$ cat src/rtl/baseline_a55_fabric.sv
// Fabric control block for the Agilex5 A55 baseline design.
// Releases the fabric reset a fixed number of cycles after system reset,
// and exposes LEDs, debounced switches/buttons, edge captures and a
// button interrupt to the HPS through a small 8-word register slave.
module baseline_a55_fabric #(
    parameter int          RESET_HOLD_CYCLES = 16,
    parameter int          DEBOUNCE_CYCLES   = 1000,
    parameter int          SYNC_STAGES       = 2,
    parameter logic [3:0]  LED_RESET         = 4'h0,
    parameter logic [31:0] ID_VALUE          = 32'hA55B_0001
) (
    input  logic        pll_refclk_100,
    input  logic        system_reset,
    output logic        sys_clk_100_reset_n,
    input  logic [3:0]  fpga_user_switches,
    input  logic [3:0]  fpga_user_push_buttons,
    output logic [3:0]  fpga_user_leds,
    input  logic [2:0]  avs_address,
    input  logic        avs_read,
    input  logic        avs_write,
    input  logic [31:0] avs_writedata,
    output logic [31:0] avs_readdata,
    output logic        irq
);

    localparam int HOLD_W = $clog2(RESET_HOLD_CYCLES + 1);
    localparam int CNT_W  = $clog2(DEBOUNCE_CYCLES + 1);
    localparam int NIN    = 8;

    logic [HOLD_W-1:0] r_holdCount;
    logic              r_resetN;

    logic [NIN-1:0]    r_sync [SYNC_STAGES];
    logic [NIN-1:0]    r_debounced;
    logic [CNT_W-1:0]  r_dbCount [NIN];

    logic [3:0]        r_led;
    logic [3:0]        r_btnMask;
    logic [3:0]        r_btnEdge;
    logic [3:0]        r_swEdge;
    logic [31:0]       r_scratch;
    logic [31:0]       r_readData;
    logic              r_irq;

    logic [NIN-1:0]    w_rawIn;
    logic [NIN-1:0]    w_synced;
    logic [NIN-1:0]    w_debNext;
    logic [CNT_W-1:0]  w_cntNext [NIN];
    logic [NIN-1:0]    w_debChange;
    logic              w_wrEn;
    logic [3:0]        w_btnClr;
    logic [3:0]        w_swClr;
    logic [31:0]       w_readMux;

    // Buttons occupy the upper nibble, switches the lower nibble.
    assign w_rawIn     = {fpga_user_push_buttons, fpga_user_switches};
    assign w_synced    = r_sync[SYNC_STAGES-1];
    assign w_debChange = w_debNext ^ r_debounced;

    // The bus is dead until the fabric reset has been released.
    assign w_wrEn   = avs_write & r_resetN;
    assign w_btnClr = (w_wrEn && avs_address == 3'd4) ? avs_writedata[3:0] : 4'h0;
    assign w_swClr  = (w_wrEn && avs_address == 3'd5) ? avs_writedata[3:0] : 4'h0;

    assign sys_clk_100_reset_n = r_resetN;
    assign fpga_user_leds      = r_led;
    assign avs_readdata        = r_readData;
    assign irq                 = r_irq;

    // Hold the fabric reset low for RESET_HOLD_CYCLES clocks after system_reset drops.
    always_ff @(posedge pll_refclk_100) begin
        if (system_reset) begin
            r_holdCount <= '0;
            r_resetN    <= 1'b0;
        end else if (!r_resetN) begin
            if (r_holdCount == HOLD_W'(RESET_HOLD_CYCLES - 1)) begin
                r_resetN <= 1'b1;
            end else begin
                r_holdCount <= r_holdCount + HOLD_W'(1);
            end
        end
    end

    // Synchroniser chain bringing the asynchronous switches and buttons into the clock domain.
    always_ff @(posedge pll_refclk_100) begin
        if (system_reset) begin
            for (int i = 0; i < SYNC_STAGES; i++) begin
                r_sync[i] <= '0;
            end
        end else begin
            r_sync[0] <= w_rawIn;
            for (int i = 1; i < SYNC_STAGES; i++) begin
                r_sync[i] <= r_sync[i-1];
            end
        end
    end

    // Per-bit debounce: accept a new level only after it has persisted DEBOUNCE_CYCLES cycles.
    always_comb begin
        w_debNext = r_debounced;
        for (int i = 0; i < NIN; i++) begin
            w_cntNext[i] = '0;
            if (w_synced[i] != r_debounced[i]) begin
                if (r_dbCount[i] == CNT_W'(DEBOUNCE_CYCLES - 1)) begin
                    w_debNext[i] = w_synced[i];
                end else begin
                    w_cntNext[i] = r_dbCount[i] + CNT_W'(1);
                end
            end
        end
    end

    // Register the debounced levels and their counters.
    always_ff @(posedge pll_refclk_100) begin
        if (system_reset) begin
            r_debounced <= '0;
            for (int i = 0; i < NIN; i++) begin
                r_dbCount[i] <= '0;
            end
        end else begin
            r_debounced <= w_debNext;
            for (int i = 0; i < NIN; i++) begin
                r_dbCount[i] <= w_cntNext[i];
            end
        end
    end

    // Edge capture with write-1-to-clear; a new edge beats a clear on the same cycle.
    always_ff @(posedge pll_refclk_100) begin
        if (system_reset) begin
            r_swEdge  <= 4'h0;
            r_btnEdge <= 4'h0;
        end else begin
            r_swEdge  <= (r_swEdge  & ~w_swClr)  | w_debChange[3:0];
            r_btnEdge <= (r_btnEdge & ~w_btnClr) | w_debChange[7:4];
        end
    end

    // Writable registers: LED, button mask and scratch.
    always_ff @(posedge pll_refclk_100) begin
        if (system_reset) begin
            r_led     <= LED_RESET;
            r_btnMask <= 4'h0;
            r_scratch <= 32'h0;
        end else if (w_wrEn) begin
            case (avs_address)
                3'd0:    r_led     <= avs_writedata[3:0];
                3'd3:    r_btnMask <= avs_writedata[3:0];
                3'd7:    r_scratch <= avs_writedata;
                default: ;
            endcase
        end
    end

    // Read multiplexer; it sees pre-write values so a same-cycle write is not visible yet.
    always_comb begin
        w_readMux = 32'h0;
        case (avs_address)
            3'd0:    w_readMux = {28'h0, r_led};
            3'd1:    w_readMux = {28'h0, r_debounced[3:0]};
            3'd2:    w_readMux = {28'h0, r_debounced[7:4]};
            3'd3:    w_readMux = {28'h0, r_btnMask};
            3'd4:    w_readMux = {28'h0, r_btnEdge};
            3'd5:    w_readMux = {28'h0, r_swEdge};
            3'd6:    w_readMux = ID_VALUE;
            default: w_readMux = r_scratch;
        endcase
    end

    // Read data is captured one cycle after the strobe and held between reads.
    always_ff @(posedge pll_refclk_100) begin
        if (system_reset) begin
            r_readData <= 32'h0;
        end else if (avs_read) begin
            r_readData <= r_resetN ? w_readMux : 32'h0;
        end
    end

    // Level interrupt from any unmasked button capture, registered.
    always_ff @(posedge pll_refclk_100) begin
        if (system_reset) begin
            r_irq <= 1'b0;
        end else begin
            r_irq <= |(r_btnEdge & r_btnMask);
        end
    end

endmodule

$ cat config.mk
export PLATFORM = sky130hd
export DESIGN_NAME = baseline_a55_fabric
export DESIGN_NICKNAME = d
export VERILOG_FILES = /design/src/rtl/baseline_a55_fabric.sv
export SDC_FILE = /design/constraint.sdc
export NUM_CORES = 1
export LEC_CHECK = 0
export CORE_ASPECT_RATIO = 1.1
export CORE_MARGIN = 2
export CORE_UTILIZATION = 45
export CTS_CLUSTER_DIAMETER = 100
export CTS_CLUSTER_SIZE = 24
export DETAILED_ROUTE_END_ITERATION = 16
export GPL_TIMING_DRIVEN = 0
export PLACE_DENSITY = 0.74
export SETUP_SLACK_MARGIN = 0.3
export SLEW_MARGIN = 20
export SYNTH_ARGS = -nofsm -noshare
export SYNTH_HDL_FRONTEND = slang
export SYNTH_SLANG_ARGS = --single-unit
$ cat constraint.sdc
create_clock -name pll_refclk_100 -period 2.5 [get_ports pll_refclk_100]
set_input_delay 0.5 -clock pll_refclk_100 [delete_from_list [all_inputs] [get_ports pll_refclk_100]]
set_output_delay 0.5 -clock pll_refclk_100 [all_outputs]
set_load 0.02 [all_outputs]
# Word level (Yosys, flattened, before mapping)
# Memory sizes are Yosys's and may differ from the RTL's.
# Cells that the tools add are included.
# W data, S select, Z words.
# word_totals
regBits,95
mem_bits_rw,96
input_bits,47
out_inout_bits,38
word_cells,125
memories,2
# mem_list
name,words,width,rd,rd_ports_with_merged_regs,wr,line,rtl
r_dbCount,8,10,8,0,8,35,logic [CNT_W-1:0] r_dbCount [NIN];
r_sync,2,8,2,0,2,33,logic [NIN-1:0] r_sync [SYNC_STAGES];
# op_classes
n_addsub,9
n_eq_ne,24
n_mux,51
bitwise_logic,21
reduce_logical,8
# op_table
cell,n
$mux W10,24
$pmux W32 S7,1
$add A10 B1 Y10 const B,8
$eq A10 B10 Y1 const B,8
$mux W32,1
$mux W1,21
$mux W8,2
$and A4 B4 Y4,3
$eq A3 B3 Y1 const B,4
$or A1 B1 Y1,10
$mux W4,2
$ne A1 B1 Y1,8
$not A4 Y4,2
$or A4 B4 Y4,2
$reduce_and A2 Y1,4
$xor A8 B8 Y8,1
$eq A3 B2 Y1 const B,2
$add A5 B1 Y5 const B,1
$eq A5 B4 Y1 const B,1
$reduce_or A4 Y1,1
$eq A3 B1 Y1 const B,1
$logic_not A3 Y1,1
$logic_and A1 B1 Y1,2
$not A1 Y1,2
$and A1 B1 Y1,1

# Longest topological paths before layout
# Gate-level depths: netlist (run 1).
# logic_depth
word_depth,6
depth_mapped,7
depth_no_buf,7

# Least setup slack after synthesis (run 1)
# Ideal clock, no wire load.
# synth_timing
path_kind,reg2reg
from,register r_holdCount[0]
to,register r_holdCount[3]
setup_ns,0.128
arrival_time_ns,1.474
required_ns,2.372
setup_slack_ns,0.898
path_stages_with_launch,8
path_buffers,0
synth_period_minus_slack_ns,1.602
cell_sequence,dfxtp_1 -> ha_1 -> and3_1 -> ha_1 -> nor2_1 -> nand4_1 -> xor2_1 -> nor2_1
# synth_via
elab_chain_cells,3
elab_cells_between_ends,4
classes_between,add/sub: 1; eq/ne: 1; bitwise: 1; reduce/logical: 1
# synth_rtl
item,line,rtl
from (decl),30,logic [HOLD_W-1:0] r_holdCount;
from (signal assigned),79,r_holdCount <= r_holdCount + HOLD_W'(1);
"parallel branches: the longest is 3 deep, another holds $add A5 B1 Y5",-,
# Several ways; the timed one is not identified.
# A chain may end at the register's enable or synchronous reset.

# Worst setup path in the final report (run 1)
# layout_timing
from,"register r_resetN, in the netlist sys_clk_100_reset_n"
to,output port sys_clk_100_reset_n
# layout_rtl
item,line,rtl
from (decl),31,logic r_resetN;
from (signal assigned),74,r_resetN <= 1'b0;
from (signal assigned),77,r_resetN <= 1'b1;
to (decl),14,"output logic sys_clk_100_reset_n,"
# No word-level cell between the ends.

==> flow_metrics.env, run 1 <==
export IMPL_status="complete, no violations"
export IMPL_syn2layout_area_growth_pct=22.5
export IMPL_postRouteAntennaNets=0
export IMPL_cts_sinks=191
export IMPL_first_iter_violations=350
export IMPL_period_minus_slack_ns=2.05
export IMPL_power_density_nw_per_um2=650
export IMPL_synth_async_reset_ratio=0
export IMPL_crit_family="buffers and inverters"
export IMPL_slew_viol_final=0
export IMPL_max_stage_delay_ns=0.67
export IMPL_instances_no_fill=1235
export IMPL_core_um2=17000
export IMPL_grt_setup_unrepaired="no"
export IMPL_switching_share=0.209
export IMPL_drive_above_1_share=0.0699
export IMPL_tightest_slew_ns=0.642
export IMPL_n_fill_cell=1530
export IMPL_critPathKind="flip-flop to primary output"
export IMPL_io_buffer_count=82
export IMPL_htreeDepth=4
export IMPL_die_h_um=142
export IMPL_cts_setup_buffers=0
export IMPL_p_int_mw=4.90
export IMPL_cp_start_kind="flip-flop"
export IMPL_antenna_found_initial=0
export IMPL_dp_cells=1204
export IMPL_layout_common_cells="dfxtp_1 (191), nor2_1 (125), nand2_1 (111), a21oi_1 (85), clkdlybuf4s50_1 (82)"
export IMPL_path_buf_inv=1
export IMPL_grt_pass1_vias=6070
export IMPL_start_util=0.459
export IMPL_clock_root_buffer="clkbuf_16"
export IMPL_arrival_ns=1.55
export IMPL_vias=6368
export IMPL_syn_inst=888
export IMPL_critPathRequiredTime_ns=2.00
export IMPL_yosysTopAreaCell="dfxtp_1"
export IMPL_grt_max_degree=17
export IMPL_post_synth_top_area_fraction=0.491
export IMPL_dpl_cell_area_um2=8900
export IMPL_diodes=0
export IMPL_crit_start="sys_clk_100_reset_n"
export IMPL_postCtsHoldBufs=0
export IMPL_layout_commonest_cell="dfxtp_1"
export IMPL_synth_area_per_cell_um2=8.76
export IMPL_period_share=0.819
export IMPL_power_clock_fraction=0.468
export IMPL_slowest_stage="clkdlybuf4s50_1"
export IMPL_final_hold_viol_count=0
export IMPL_hp_class="flip-flop to flip-flop"
export IMPL_design_area_um2=9530
export IMPL_ctsResizeCount=0
export IMPL_worst_setup_path_end_kind="primary output"
export IMPL_ys_types=58
export IMPL_fmax_ghz=0.489
export IMPL_routedWlPerCell_um=14.0
export IMPL_max_slew_margin=0.561
export IMPL_finalWeightedCongestion=0.913
export IMPL_vias_per_cell=5.16
export IMPL_clockBufferDepth=2
export IMPL_finalSetupViolCount=0
export IMPL_cts_buffers_inserted=17
export IMPL_fin_setup_tns_ns=0
export IMPL_grt_overflow=0
export IMPL_yosysWarnings=0
export IMPL_synthFlopType="dfxtp_1"
export IMPL_clk_pin_slew_ns=0.07
export IMPL_synth_edf_count=0
export IMPL_syn_num_nets=945
export IMPL_dieWidth_um=129
export IMPL_min_delay_start="r_sync[0][7]"
export IMPL_clock_skew_final_ns=0.0118
export IMPL_synth_seq_cells=191
export IMPL_seqPwrFrac=0.496
export IMPL_wl_um=17300
export IMPL_yosysSeqAreaShare=0.491
export IMPL_clk_latency_ns=0.43
export IMPL_dr_pass1_iters=5
export IMPL_fp_row_count=50
export IMPL_grt_pass1_wl_um=29100
export IMPL_io_pins=85
export IMPL_path_cells="clkdlybuf4s50_1"
export IMPL_fin_nets=1046
export IMPL_r2r_start="r_holdCount[0]"
export IMPL_cts_tree="done"
export IMPL_design_die_area_um2=18400
export IMPL_combPwrFrac=0.035
export IMPL_worstPathMaxFanout=7
export IMPL_netSwitchingPower_mw=1.29
export IMPL_maxCapViolCount=0
export IMPL_grt_usage=0.198
export IMPL_synth_area_top_cells="dfxtp_1 (49%), nor2_1 (6.0%), a21oi_1 (5.5%), nand2_1 (5.4%), xnor2_1 (3.2%)"
export IMPL_leakagePower_nw=3.26
export IMPL_ir_worst_vdd_mv=0.473
export IMPL_hpwl_um=12500
export IMPL_synth_area_um2=7780
export IMPL_route_detailed_drc=0
cell families after synthesis:
kind of cell	after synthesis	synth area share
adders and majority gates	10	0.0161
buffers and inverters	58	0.0330
muxes	17	0.0222
AOI/OAI and AO/OA	157	0.123
and+or+nand+nor	399	0.252
DFF	191	0.491
xor gates and xnor gates	56	0.0630
cell type report:
cell class	instances	area, um2	share of cell area
Buffer	35	170	0.0179
Clock buffer	19	453	0.0475
Clock inverter	12	181	0.0190
Inverter	23	86.3	0.00906
Multi-Input combinational cell	639	3700	0.388
Sequential cell	191	3820	0.401
Tap cell	234	293	0.0307
Timing Repair Buffer	82	821	0.0861
synthesized netlist by cell type (7+ instances only):
cell      instances
inv_1            23
mux2i_1          15
nand3_1          35
clkbuf_1         12
nor3_1           13
xnor2_1          28
o31ai_1           7
nand2b_1         14
and2b_1           9
nand2_1         111
a32o_1            7
and2_1            8
dfxtp_1         191
nor2_1          125
a21oi_1          85
ha_1             10
and3_1            8
nor2b_1          31
buf_2            13
xor2_1           28
o21ai_0          24
nand4_1          10
through the flow:
step | hold WS [ns] | total power, mW | setup slack [ns] | utilization
6_report | 0.439 | 6.19 | 0.453 | 0.562
5_1_grt | 0.456 | 6.39 | 0.413 | 0.562
4_1_cts | 0.446 | 6.25 | 0.442 | 0.562
3_5_place_dp | 0.424 | 3.36 | 0.185 | 0.525
3_3_place_gp | 0.420 | 3.36 | 0.186 | 0.525
2_1_floorplan | 0.414 | 3.24 | 0.898 | -
layer usage:
| metal | track usage | part of all wire | vias to the layer above |
|---|---|---|---|
| met2 | 0.323 | 0.47 | 161 |
| met4 | 0.0669 | 0.022 | 0 |
| met3 | 0.0652 | 0.067 | 24 |
| met1 | 0.245 | 0.44 | 2954 |
| met5 | 0 | 0 | - |
| li1 | - | - | 3229 |
state kept, by name, summed over array words and instances, names as in the netlist, 4 cells and up:
name            flops
fpga_user_leds      4
r_holdCount         5
avs_readdata       32
r_scratch          32
r_btnEdge           4
r_sync             16
r_swEdge            4
r_debounced         8
r_btnMask           4
r_dbCount          80
path summary, 6_finish.rpt:
kind                                       endpoint  slack, ns  cells after the start
worst max-delay path            sys_clk_100_reset_n       0.45                      1
worst min-delay path                  r_sync[0][15]       0.44                      1
worst max register to register       r_holdCount[3]       0.71                      7
worst min register to register        r_sync[0][15]       0.44                      1
power groups by stage:
| stage | combinational [mW] | clock (mW) | sequential (mW) |
|---|---|---|---|
| finish | 0.218 | 2.90 | 3.07 |
| global route | 0.238 | 3.08 | 3.07 |
| CTS | 0.218 | 2.95 | 3.07 |
| detailed placement | 0.217 | 0 | 3.14 |
| global placement | 0.217 | 0 | 3.14 |
| floorplan | 0.100 | 0 | 3.14 |
No activity file was read; power rests on OpenSTA's default activity.
==> inputs of run 2 (changes only) <==
--- a/config.mk
+++ b/config.mk
@@ -12,7 +12,7 @@
 export CTS_CLUSTER_SIZE = 24
 export DETAILED_ROUTE_END_ITERATION = 16
 export GPL_TIMING_DRIVEN = 0
-export PLACE_DENSITY = 0.74
+export PLACE_DENSITY = 0.77
 export SETUP_SLACK_MARGIN = 0.3
 export SLEW_MARGIN = 20
 export SYNTH_ARGS = -nofsm -noshare
==> constraint.sdc (replaced) <==
create_clock -name pll_refclk_100 -period 1.76 [get_ports pll_refclk_100]
set_input_delay 0.352 -clock pll_refclk_100 [delete_from_list [all_inputs] [get_ports pll_refclk_100]]
set_output_delay 0.352 -clock pll_refclk_100 [all_outputs]
set_load 0.02 [all_outputs]
==> flow_metrics.env, run 2 (synthesized netlist as in run 1, its figures left out) <==
export IMPL_worstPathMaxFanout=5
export IMPL_arrival_ns=1.83
export IMPL_fin_nets=1066
export IMPL_wl_um=18600
export IMPL_hpwl_um=12500
export IMPL_grt_busiest_layer="met2"
export IMPL_dr_pass1_iters=5
export IMPL_finalWorstSetupSlack_ns=0.263
export IMPL_grt_overflow=0
export IMPL_clock_root_buffer="clkbuf_16"
export IMPL_final_core_util=0.584
export IMPL_dieWidth_um=129
export IMPL_design_die_area_um2=18400
export IMPL_power_density_nw_per_um2=857
export IMPL_final_hold_viol_count=0
export IMPL_fmax_ghz=0.668
export IMPL_vias=6548
export IMPL_ir_worst_vdd_mv=0.675
export IMPL_n_fill_cell=1444
export IMPL_instances_no_fill=1257
export IMPL_io_buffer_count=82
export IMPL_dp_cells=1204
export IMPL_total_power_mw=8.48
export IMPL_worst_setup_path_end_kind="flip-flop"
export IMPL_whs_ns=0.423
export IMPL_slew_viol_final=0
export IMPL_status="complete, no violations"
export IMPL_finalSetupViolCount=0
export IMPL_min_delay_start="avs_address[2]"
export IMPL_r2r_slack_ns=0.26
export IMPL_grt_pass1_vias=6252
export IMPL_io_pins=85
export IMPL_period_share=0.851
export IMPL_max_slew_margin=0.569
export IMPL_max_flop_register="r_dbCount"
export IMPL_antenna_found_initial=1
export IMPL_grtUsageMet1=0.249
export IMPL_critPathRequiredTime_ns=2.09
export IMPL_critPathKind="flip-flop to flip-flop"
export IMPL_fp_row_count=50
export IMPL_grt_setup_unrepaired="yes"
export IMPL_cts_sinks=191
export IMPL_postRouteAntennaNets=0
export IMPL_gr_usage_met3=0.0690
export IMPL_clockBufferDepth=2
export IMPL_syn2layout_area_growth_pct=27.2
export IMPL_finalWeightedCongestion=0.882
export IMPL_route_detailed_drc=0
export IMPL_drive_above_1_share=0.178
export IMPL_postCtsHoldBufs=0
export IMPL_clock_skew_final_ns=0.00964
export IMPL_r2r_start="r_dbCount[0][2]"
export IMPL_leakagePower_nw=3.46
export IMPL_dpl_cell_area_um2=8900
export IMPL_max_stage_delay_ns=0.47
export IMPL_design_area_um2=9900
export IMPL_crit_start="r_dbCount[0][2]"
export IMPL_fin_setup_tns_ns=0
export IMPL_hp_class="input pin to flip-flop"
export IMPL_core_um2=17000
export IMPL_grt_util_met2=0.342
export IMPL_grt_pass1_wl_um=30100
export IMPL_tightest_slew_ns=0.630
export IMPL_clk_pin_slew_ns=0.08
export IMPL_htreeDepth=4
export IMPL_layout_common_cells="dfxtp_1 (174), nor2_1 (123), nand2_1 (110), a21oi_1 (83), clkdlybuf4s50_1 (41)"
export IMPL_routedWlPerCell_um=14.8
export IMPL_dp_slack_ns=-0.435
export IMPL_cp_start_kind="flip-flop"
export IMPL_layout_commonest_cell="dfxtp_1"
export IMPL_start_util=0.459
export IMPL_period_minus_slack_ns=1.50
export IMPL_slowest_stage="dfxtp_1"
export IMPL_clk_latency_ns=0.44
export IMPL_maxCapViolCount=0
export IMPL_first_iter_violations=450
export IMPL_vias_per_cell=5.21
export IMPL_largest_register_ff_count=80
export IMPL_path_cells="nand4_1 -> nor4_4 -> mux2i_1 -> nor2_1"
export IMPL_cts_buffers_inserted=17
export IMPL_grt_max_degree=19
export IMPL_cts_tree="done"
export IMPL_die_h_um=142
export IMPL_grt_usage=0.205
[run 2: path summary, 6_finish.rpt]
check | endpoint | depth (start not counted)
max | r_debounced[0] | 4
min | avs_readdata[0] | 4
max reg2reg | r_debounced[0] | 4
min reg2reg | r_sync[0][11] | 1
[run 2: what timing repair did]
item / CTS / global route
pin swaps: 16 / 18
endpoints found under the setup margin: 153 / 134
resized for setup: 142 / 75
endpoints found under the hold margin: 0 / 0
setup buffers: 11 / 9
gates cloned: 0 / 0
[run 2: layout make-up]
type,count,area [um2],area share
antenna,1,2.50,0.000253
buffer,35,196,0.0199
clock buffer,18,429,0.0434
clock inverter,14,145,0.0147
inverter,23,86.3,0.00872
multi-input combinational,639,3990,0.403
sequential,191,3860,0.390
tap,234,293,0.0296
timing repair buffer,102,896,0.0905
[run 2: layer usage]
layer / share of wire / routed length [um]
met2: 0.48 / 8960
met1: 0.44 / 8190
met3: 0.067 / 1240
met5: 0 / 0
met4: 0.012 / 231
[run 2: power by group]
part           internal, mW  switching [mW]
Clock                  2.00            1.77
Sequential             4.34          0.0202
Combinational         0.167           0.180
[run 2: critical path, delay by kind of cell (launching register included)]
| family | cells | cell delay, ns |
|---|---|---|
| AND/OR/NAND/NOR | 3 | 0.68 |
| flip-flops | 1 | 0.47 |
| multiplexers | 1 | 0.24 |
